--- src/rtl/buzzer_note_player.sv ---
// Plays one note command at a time as a square wave for dur ms, then a silent GAP_MS gap.
// Latency: handshake N, LOAD N+1, tone from N+2; cmd_ready low while busy or stop. Optional BUZZER_DUTY_EN adds duty_sel.
module buzzer_note_player #(
    parameter int SYS_CLK_FREQ = 100_000_000,
    parameter int FREQ_W       = 14,
    parameter int DUR_W        = 12,
    parameter int GAP_MS       = 10
) (
    input  logic              clk,
    input  logic              reset_p,
    input  logic [FREQ_W-1:0] cmd_freq,
    input  logic [DUR_W-1:0]  cmd_dur,
    input  logic              cmd_valid,
    output logic              cmd_ready,
`ifdef BUZZER_DUTY_EN
    input  logic [1:0]        duty_sel,
`endif
    input  logic              stop,
    output logic              busy,
    output logic              note_done,
    output logic              buzzer_out
);

    localparam int CNT_W = $clog2(SYS_CLK_FREQ);
    localparam int CPM   = SYS_CLK_FREQ / 1000;
    localparam logic [CNT_W-1:0] PRESC_LAST = CNT_W'(CPM - 1);
    localparam logic [DUR_W-1:0] GAP_LAST   = (GAP_MS > 0) ? DUR_W'(GAP_MS - 1) : '0;

    typedef enum logic [1:0] {IDLE, LOAD, PLAY, GAP} state_t;

    state_t             state_q, state_d;
    logic [FREQ_W-1:0]  freq_q, freq_d;
    logic [DUR_W-1:0]   dur_q, dur_d;
    logic [CNT_W-1:0]   period_q, period_d;
    logic [CNT_W-1:0]   half_q, half_d;
    logic [CNT_W-1:0]   pc_q, pc_d;
    logic [CNT_W-1:0]   presc_q, presc_d;
    logic [DUR_W-1:0]   dur_cnt_q, dur_cnt_d;
    logic               buzzer_q, buzzer_d;
    logic               note_done_q, note_done_d;
    logic               busy_q, busy_d;
    logic               cmd_ready_q, cmd_ready_d;
`ifdef BUZZER_DUTY_EN
    logic [1:0]         duty_q, duty_d;
`endif

    logic        ms_tick;
    logic        gap_done;
    logic [31:0] divisor;
    logic [31:0] quot;
    logic [31:0] period_calc;
    logic [31:0] half_calc;

    assign ms_tick  = (presc_q == PRESC_LAST);
    assign gap_done = (GAP_MS == 0) || (ms_tick && (dur_cnt_q == GAP_LAST));

    // Period/half computed from the latched command; a rest uses a dummy divisor.
    always_comb begin
        divisor     = (freq_q == '0) ? 32'd1 : 32'(freq_q);
        quot        = 32'(SYS_CLK_FREQ) / divisor;
        period_calc = (32'(freq_q) > 32'(SYS_CLK_FREQ / 2)) ? 32'd2 : quot;
`ifdef BUZZER_DUTY_EN
        half_calc   = period_calc >> ({30'd0, duty_q} + 32'd1);
`else
        half_calc   = period_calc >> 1;
`endif
        if (half_calc == 32'd0) begin
            half_calc = 32'd1;
        end
    end

    always_comb begin
        state_d     = state_q;
        freq_d      = freq_q;
        dur_d       = dur_q;
        period_d    = period_q;
        half_d      = half_q;
        pc_d        = pc_q;
        presc_d     = presc_q;
        dur_cnt_d   = dur_cnt_q;
        buzzer_d    = 1'b0;
        note_done_d = 1'b0;
`ifdef BUZZER_DUTY_EN
        duty_d      = duty_q;
`endif
        unique case (state_q)
            IDLE: begin
                if (cmd_valid && cmd_ready_q && !stop) begin
                    freq_d  = cmd_freq;
                    dur_d   = cmd_dur;
`ifdef BUZZER_DUTY_EN
                    duty_d  = duty_sel;
`endif
                    state_d = LOAD;
                end
            end
            LOAD: begin
                period_d  = period_calc[CNT_W-1:0];
                half_d    = half_calc[CNT_W-1:0];
                pc_d      = '0;
                presc_d   = '0;
                dur_cnt_d = '0;
                if (dur_q == '0) begin
                    state_d = GAP;
                end else begin
                    state_d  = PLAY;
                    buzzer_d = (freq_q != '0);
                end
            end
            PLAY: begin
                presc_d = ms_tick ? '0 : presc_q + CNT_W'(1);
                pc_d    = (pc_q == period_q - CNT_W'(1)) ? '0 : pc_q + CNT_W'(1);
                if (ms_tick) begin
                    if (dur_cnt_q + DUR_W'(1) == dur_q) begin
                        state_d   = GAP;
                        dur_cnt_d = '0;
                        pc_d      = '0;
                    end else begin
                        dur_cnt_d = dur_cnt_q + DUR_W'(1);
                    end
                end
                buzzer_d = (state_d == PLAY) && (freq_q != '0) && (pc_d < half_q);
            end
            GAP: begin
                presc_d = ms_tick ? '0 : presc_q + CNT_W'(1);
                if (gap_done) begin
                    state_d     = IDLE;
                    note_done_d = 1'b1;
                    presc_d     = '0;
                    dur_cnt_d   = '0;
                end else if (ms_tick) begin
                    dur_cnt_d = dur_cnt_q + DUR_W'(1);
                end
            end
            default: state_d = IDLE;
        endcase

        // Abort silences the pin at once and never reports completion.
        if (stop && (state_q != IDLE)) begin
            state_d     = IDLE;
            pc_d        = '0;
            presc_d     = '0;
            dur_cnt_d   = '0;
            buzzer_d    = 1'b0;
            note_done_d = 1'b0;
        end

        busy_d      = (state_d != IDLE);
        cmd_ready_d = (state_d == IDLE) && !stop;
    end

    always_ff @(posedge clk) begin
        if (reset_p) begin
            state_q     <= IDLE;
            freq_q      <= '0;
            dur_q       <= '0;
            period_q    <= '0;
            half_q      <= '0;
            pc_q        <= '0;
            presc_q     <= '0;
            dur_cnt_q   <= '0;
            buzzer_q    <= 1'b0;
            note_done_q <= 1'b0;
            busy_q      <= 1'b0;
            cmd_ready_q <= 1'b1;
`ifdef BUZZER_DUTY_EN
            duty_q      <= '0;
`endif
        end else begin
            state_q     <= state_d;
            freq_q      <= freq_d;
            dur_q       <= dur_d;
            period_q    <= period_d;
            half_q      <= half_d;
            pc_q        <= pc_d;
            presc_q     <= presc_d;
            dur_cnt_q   <= dur_cnt_d;
            buzzer_q    <= buzzer_d;
            note_done_q <= note_done_d;
            busy_q      <= busy_d;
            cmd_ready_q <= cmd_ready_d;
`ifdef BUZZER_DUTY_EN
            duty_q      <= duty_d;
`endif
        end
    end

    assign buzzer_out = buzzer_q;
    assign note_done  = note_done_q;
    assign busy       = busy_q;
    assign cmd_ready  = cmd_ready_q;

endmodule

--- config.mk ---
export PLATFORM = sky130hd
export DESIGN_NAME = buzzer_note_player
export DESIGN_NICKNAME = d
export VERILOG_FILES = /design/src/rtl/buzzer_note_player.sv
export SDC_FILE = /design/constraint.sdc
export NUM_CORES = 1
export LEC_CHECK = 0
export BUFFER_PORTS_ARGS = -buffer_cell sky130_fd_sc_hd__buf_2
export CORE_MARGIN = 2
export CORE_UTILIZATION = 65
export CTS_CLUSTER_SIZE = 10
export DETAILED_ROUTE_END_ITERATION = 10
export GPL_ROUTABILITY_DRIVEN = 1
export PLACE_DENSITY = 0.82
export SLEW_MARGIN = 20
export SYNTH_ARGS = -nofsm -noshare
export SYNTH_HDL_FRONTEND = slang
export SYNTH_SLANG_ARGS = --single-unit
--- constraint.sdc ---
create_clock -name clk -period 144.6 [get_ports clk]
set_input_delay 43.38 -clock clk [delete_from_list [all_inputs] [get_ports clk]]
set_output_delay 43.38 -clock clk [all_outputs]
set_load 0.005 [all_outputs]
### Word-level counts from Yosys, hierarchy flattened

Cells that the tools add are included.

| operators by class | value |
|---|---|
| add/subtract/negate cells | 4 |
| $mul | 0 |
| divide/modulo/power cells | 1 |
| order comparisons | 1 |
| equal/unequal tests | 10 |
| shift-type cells | 0 |
| mux-type cells | 26 |
| bitwise gates (word level) | 1 |
| reduce and logical (&&, ||, !) cells | 22 |

Operator list:

| cell | count |
|---|---|
| 2-to-1 mux 27 bit | 7 |
| case mux 27 bit (3 select lines) | 1 |
| adder 27 x 1 -> 27 bit, second input constant | 2 |
| case mux 27 bit (2 select lines) | 1 |
| 2-to-1 mux 12 bit | 4 |
| case mux 12 bit (3 select lines) | 1 |
| divider 27 x 32 -> 32 bit, first input constant | 1 |
| zero test 32 bit | 1 |
| == test 27 x 17 -> 1 bit, second input constant | 1 |
| == test 27 bit | 1 |
| < comparator 27 bit | 1 |
| subtractor 27 x 1 -> 27 bit, second input constant | 1 |
| zero test 14 bit | 1 |
| 2-to-1 mux 14 bit | 1 |
| nonzero test 14 bit | 1 |
| adder 12 x 1 -> 12 bit, second input constant | 1 |
| == test 12 bit | 1 |
| == test 12 x 4 -> 1 bit, second input constant | 1 |
| zero test 12 bit | 1 |
| 2-to-1 mux 2 bit | 6 |
| case mux 2 bit (4 select lines) | 1 |
| logical AND 1 bit | 7 |
| == test 2 bit, second input constant | 3 |
| nonzero test 2 bit | 3 |
| other kinds (13) | 16 |

| storage, ports and cells | value |
|---|---|
| bits in registers | 152 |
| bits in latches | 0 |
| RAM bits | 0 |
| ROM bits | 0 |
| output and inout port bits | 4 |
| logic and storage cells | 77 |
| memories kept | 0 |

### Logic depth before layout (Yosys ltp)

| logic depth | value |
|---|---|
| depth after elaboration | 9 |
| depth in mapped cells | 442 |
| gate-level depth less buffers | 405 |

### Worst setup path before layout

Ideal clock, no wire load.

| timing path | value |
|---|---|
| path kind | reg-to-reg |
| start point | reg freq_q[13] |
| end point | reg period_q[0] |
| library setup time | 0.125 ns |
| arrival | 81.568 ns |
| required time | 144.475 ns |
| slack | 62.907 ns |
| stages on the path, launching flop included | 425 |
| path buffers | 45 |
| clock period less this slack | 81.693 ns |
| cell sequence | dfxtp_1 > buf_2 > nor4_2 > buf_2 > nand3_2 > clkbuf_1 > a21oi_1 > nor4_1 > ha_1 > nand2_1 > nand2_1 > a31oi_1 > mux2i_1 > o21ai_0 > ha_1 > or2_2 > o32a_1 > and2_0 > [389 not listed] > a21o_1 > a211oi_2 > nand4_1 > a21oi_1 > nand2_2 > clkbuf_1 > mux2_1 > ha_1 > a21o_1 > a21oi_1 > nor2b_1 > o21ai_0 > nand2b_1 > a2111oi_0 > and4b_1 > o2111ai_1 > a2111o_1 > o41a_1 |

| between the ends | value |
|---|---|
| word-level cells in the longest chain between the ends | 3 |

RTL lines:

| what | RTL line | RTL |
|---|---|---|
| start: declaration | 32 | `logic [FREQ_W-1:0] freq_q, freq_d;` |
| start signal: assignment | 171 | `freq_q <= freq_d;` |
| zero test 14 bit | 59 | `divisor = (freq_q == '0) ? 32'd1 : 32'(freq_q);` |
| 2-to-1 mux 14 bit * | 59 |  |
| divider 27 x 32 -> 32 bit * | 60 | `quot = 32'(SYS_CLK_FREQ) / divisor;` |
| end signal: assignment | 173 | `period_q <= period_d;` |
| end: declaration | 34 | `logic [CNT_W-1:0] period_q, period_d;` |

Mark *: on every way between the ends. The rest lies on a longest branch, timed or not.
A chain may end at the register's enable or synchronous reset.

### Worst setup path in the final report

| timing path | value |
|---|---|
| start point | reg freq_q[2] |
| end point | reg period_q[0] |

Same word-level chain as after synthesis.

==> metrics.md <==
| Metric | Value |
|---|---|
| Status | finished clean |
| Synth Instances | 4684 |
| Yosys top cell by area | ha_1 |
| Crit end category | flop |
| Yosys warnings | 0 |
| RSZ-0062 raised after global routing | no |
| First-pass GRT wire length | 165000 um |
| Core area | 50100 um2 |
| Slowest cell delay on critical path | 0.78 ns |
| Syn_area_per_cell | 7.03 um2 |
| Synthesized Nets | 5074 |
| DIE AREA | 52500 um2 |
| Clock H-tree levels | 4 |
| Initial DRC count | 3828 |
| Hold Buf Count CTS | 0 |
| GR Overflow Total | 0 |
| Min-delay src | half_q[25]$_SDFFE_PP0P_ |
| Starting Density | 65.8% |
| Hold Slack | 0.468 ns |
| Critical Path RT | 144.92 ns |
| Ports | 34 |
| Port Buf Inserts | 33 |
| Num rows | 82 |
| Post-CTS sizing | 0 |
| EDFF count, synth | 0 |
| Routed wire length | 101000 um |
| Synth top cells by count | nor2_1, a21oi_1, nand2_1, ha_1, o21ai_0 |
| Slew HR | 26.2% |
| GPL Wtd Cong | 1.05 |
| Chip height | 229 um |
| Main synth FF type | dfxtp_1 |
| Sequential area share after synthesis | 9.24% |
| Slew of the pin with the lowest slew margin | 1.10 ns |
| Worst skew pair latency | 0.45 ns |
| Min cycle time layout | 91.44 ns |
| Worst Skew | 0.0235 ns |
| Final hold vios | 0 |
| Critical path launch point type | flop |
| Worst-path clk slew | 0.07 ns |
| Initial antenna violation count | 0 |
| Worst path slowest cell | or3_1 |
| Number of global-route vias before repair | 33000 |
| Largest cells by area after synthesis | ha_1, dfxtp_1, a21oi_1 |
| Clock buffer depth | 2 |
| Library cells used by synthesis | 137 |
| Max-Cap Viols | 0 |
| Final cell count without fillers | 5295 |
| CTS tree | built |
| Hold EP | half_q[25]$_SDFFE_PP0P_ |
| Clock sinks | 152 |
| Critical path class | flop to flop |
| Dpl cells | 5263 |
| Crit-path max FO | 32 |
| Layout fillers | 4513 |
| Final TNS setup | 0 ns |
| Setup bufs post-CTS | 0 |
| Fin crit share | 63.2% |
| Reg2Reg Capture Point | period_q[0]$_SDFFE_PP0P_ |
| Core Util, Final | 68.3% |
| Reg2Reg Depth | 397 |
| Hpwl dp | 76200 um |
| Chip Width | 229 um |
| Yosys reg bits | 152 |
| Crit path DAT | 91.75 ns |
| DRC | 0 |
| Hold Crit Depth | 2 |
| Worst Hold Class | flop to flop |
| Slew Viols, Final | 0 |
| Gr usage total | 37.0% |
| Area share of the leading cell type in the synthesized netlist | 13.7% |
| First-pass iteration count of the detailed router | 6 |
| Layout cells sized above 1 | 7.90% |
| Via density | 6.75 |
| R2r setup slk | 53.16 ns |
| Ys async rst share | 0% |
| Antenna Diode Count | 0 |
| Final nets | 5000 |
| Worst R2R Start | freq_q[2]$_SDFFE_PP0P_ |
| TritonCTS buffer count | 17 |
| Root Driver | clkbuf_16 |
| Most common cell in the synthesized netlist | nor2_1 |
| Mapped Area | 32900 um2 |
| Cell mode on critical path | o21a_1 |
| Remaining antenna violation count | 0 |
| Total number of vias | 35800 |
| Pin count of the biggest net entering global routing | 73 |
| Wire per inst | 19.1 um |
| Fmax achieved | 0.0109 GHz |
| Area growth from synthesis to layout | 3.85% |
| Finish-stage setup viols | 0 |
worst max path at each step:
stage / from / endpoint / slack [ns]
floorplan: freq_q[13]$_SDFFE_PP0P_ / period_q[0]$_SDFFE_PP0P_ / 62.91
global placement: freq_q[2]$_SDFFE_PP0P_ / period_q[0]$_SDFFE_PP0P_ / 58.07
detailed placement: freq_q[2]$_SDFFE_PP0P_ / period_q[0]$_SDFFE_PP0P_ / 55.60
CTS: freq_q[2]$_SDFFE_PP0P_ / period_q[0]$_SDFFE_PP0P_ / 55.14
global route: freq_q[2]$_SDFFE_PP0P_ / period_q[0]$_SDFFE_PP0P_ / 45.39
finish: freq_q[2]$_SDFFE_PP0P_ / period_q[0]$_SDFFE_PP0P_ / 53.16
logic make-up after synthesis:
kind of cell,count (synthesis),share of synthesized area [%]
other,1,0.0114
muxes,134,4.52
adders and majority gates,360,13.7
and+or+nand+nor,1823,27.9
buffers and inverters,337,4.06
AOI/OAI and AO/OA,1545,31.7
xor gates and xnor gates,332,8.91
DFF,152,9.24
stage by stage:
stage / setup WS, ns / area, um2
3_3_place_gp: 58.07 / 33600
3_5_place_dp: 55.60 / 33600
2_1_floorplan: 62.91 / 32900
4_1_cts: 55.14 / 34200
5_1_grt: 45.39 / 34200
6_report: 53.16 / 34200
critical path: cells and delay by family, from the launching register on:
kind	cells	cell delay, ns
compound gates	246	52.81
simple gates	102	23.49
fa+ha+maj	30	9.47
mux	7	2.76
buf+inv	12	2.27
flops	1	0.41
area by class of cell:
class | instances | area [um2] | share of cell area (%)
clock buffer | 17 | 425 | 1.24
inverter | 168 | 631 | 1.84
tap | 672 | 841 | 2.46
sequential | 152 | 3040 | 8.89
multi-input combinational | 4195 | 28600 | 83.6
clock inverter | 15 | 185 | 0.541
timing repair buffer | 76 | 488 | 1.43
sequential cells by signal, summed over array words and instances (netlist names):
signal	cells
half_q	27
state_q	2
busy	1
dur_q	12
presc_q	27
cmd_ready	1
dur_cnt_q	12
freq_q	14
period_q	27
note_done	1
buzzer_out	1
pc_q	27
cells in the final DEF (no fill, tap or decap), drive strengths merged, types with 15 or more instances in the layout:
cell and instances:
a2111oi 17, ha 360, nand4 82, a311oi 15, mux2i 33, nor4 48, and4 15, a21o 118
inv 170, a211o 15, o21a 192, nor3b 17, or4 28, o21bai 37, mux2 101, and3 48
a22oi 40, a31oi 48, o2111ai 20, o21ai 260, o31ai 50, buf 76, and2 57, nand3 120
nor2 559, nor3 173, xor2 126, nor2b 47, a21boi 24, or2 44, a21oi 424, dfxtp 152
clkbuf 17, nand2 388, o211ai 41, a211oi 70, or3 50, nand2b 81, xnor2 206
routing by layer:
metal / part of all wire, % / vias to the layer above / routed length, um / GRT usage [%]
met3: 8.9 / 297 / 8980 / 4.74
met2: 44 / 1598 / 44800 / 61.3
met4: 3.6 / 0 / 3620 / 12.5
li1: - / 17300 / - / -
met1: 43 / 16600 / 43800 / 49.4
met5: 0 / - / 0 / 0
Power is left out: the tool's default activity adds up to more than one toggle a clock period on the data nets, which glitch-free logic cannot reach.
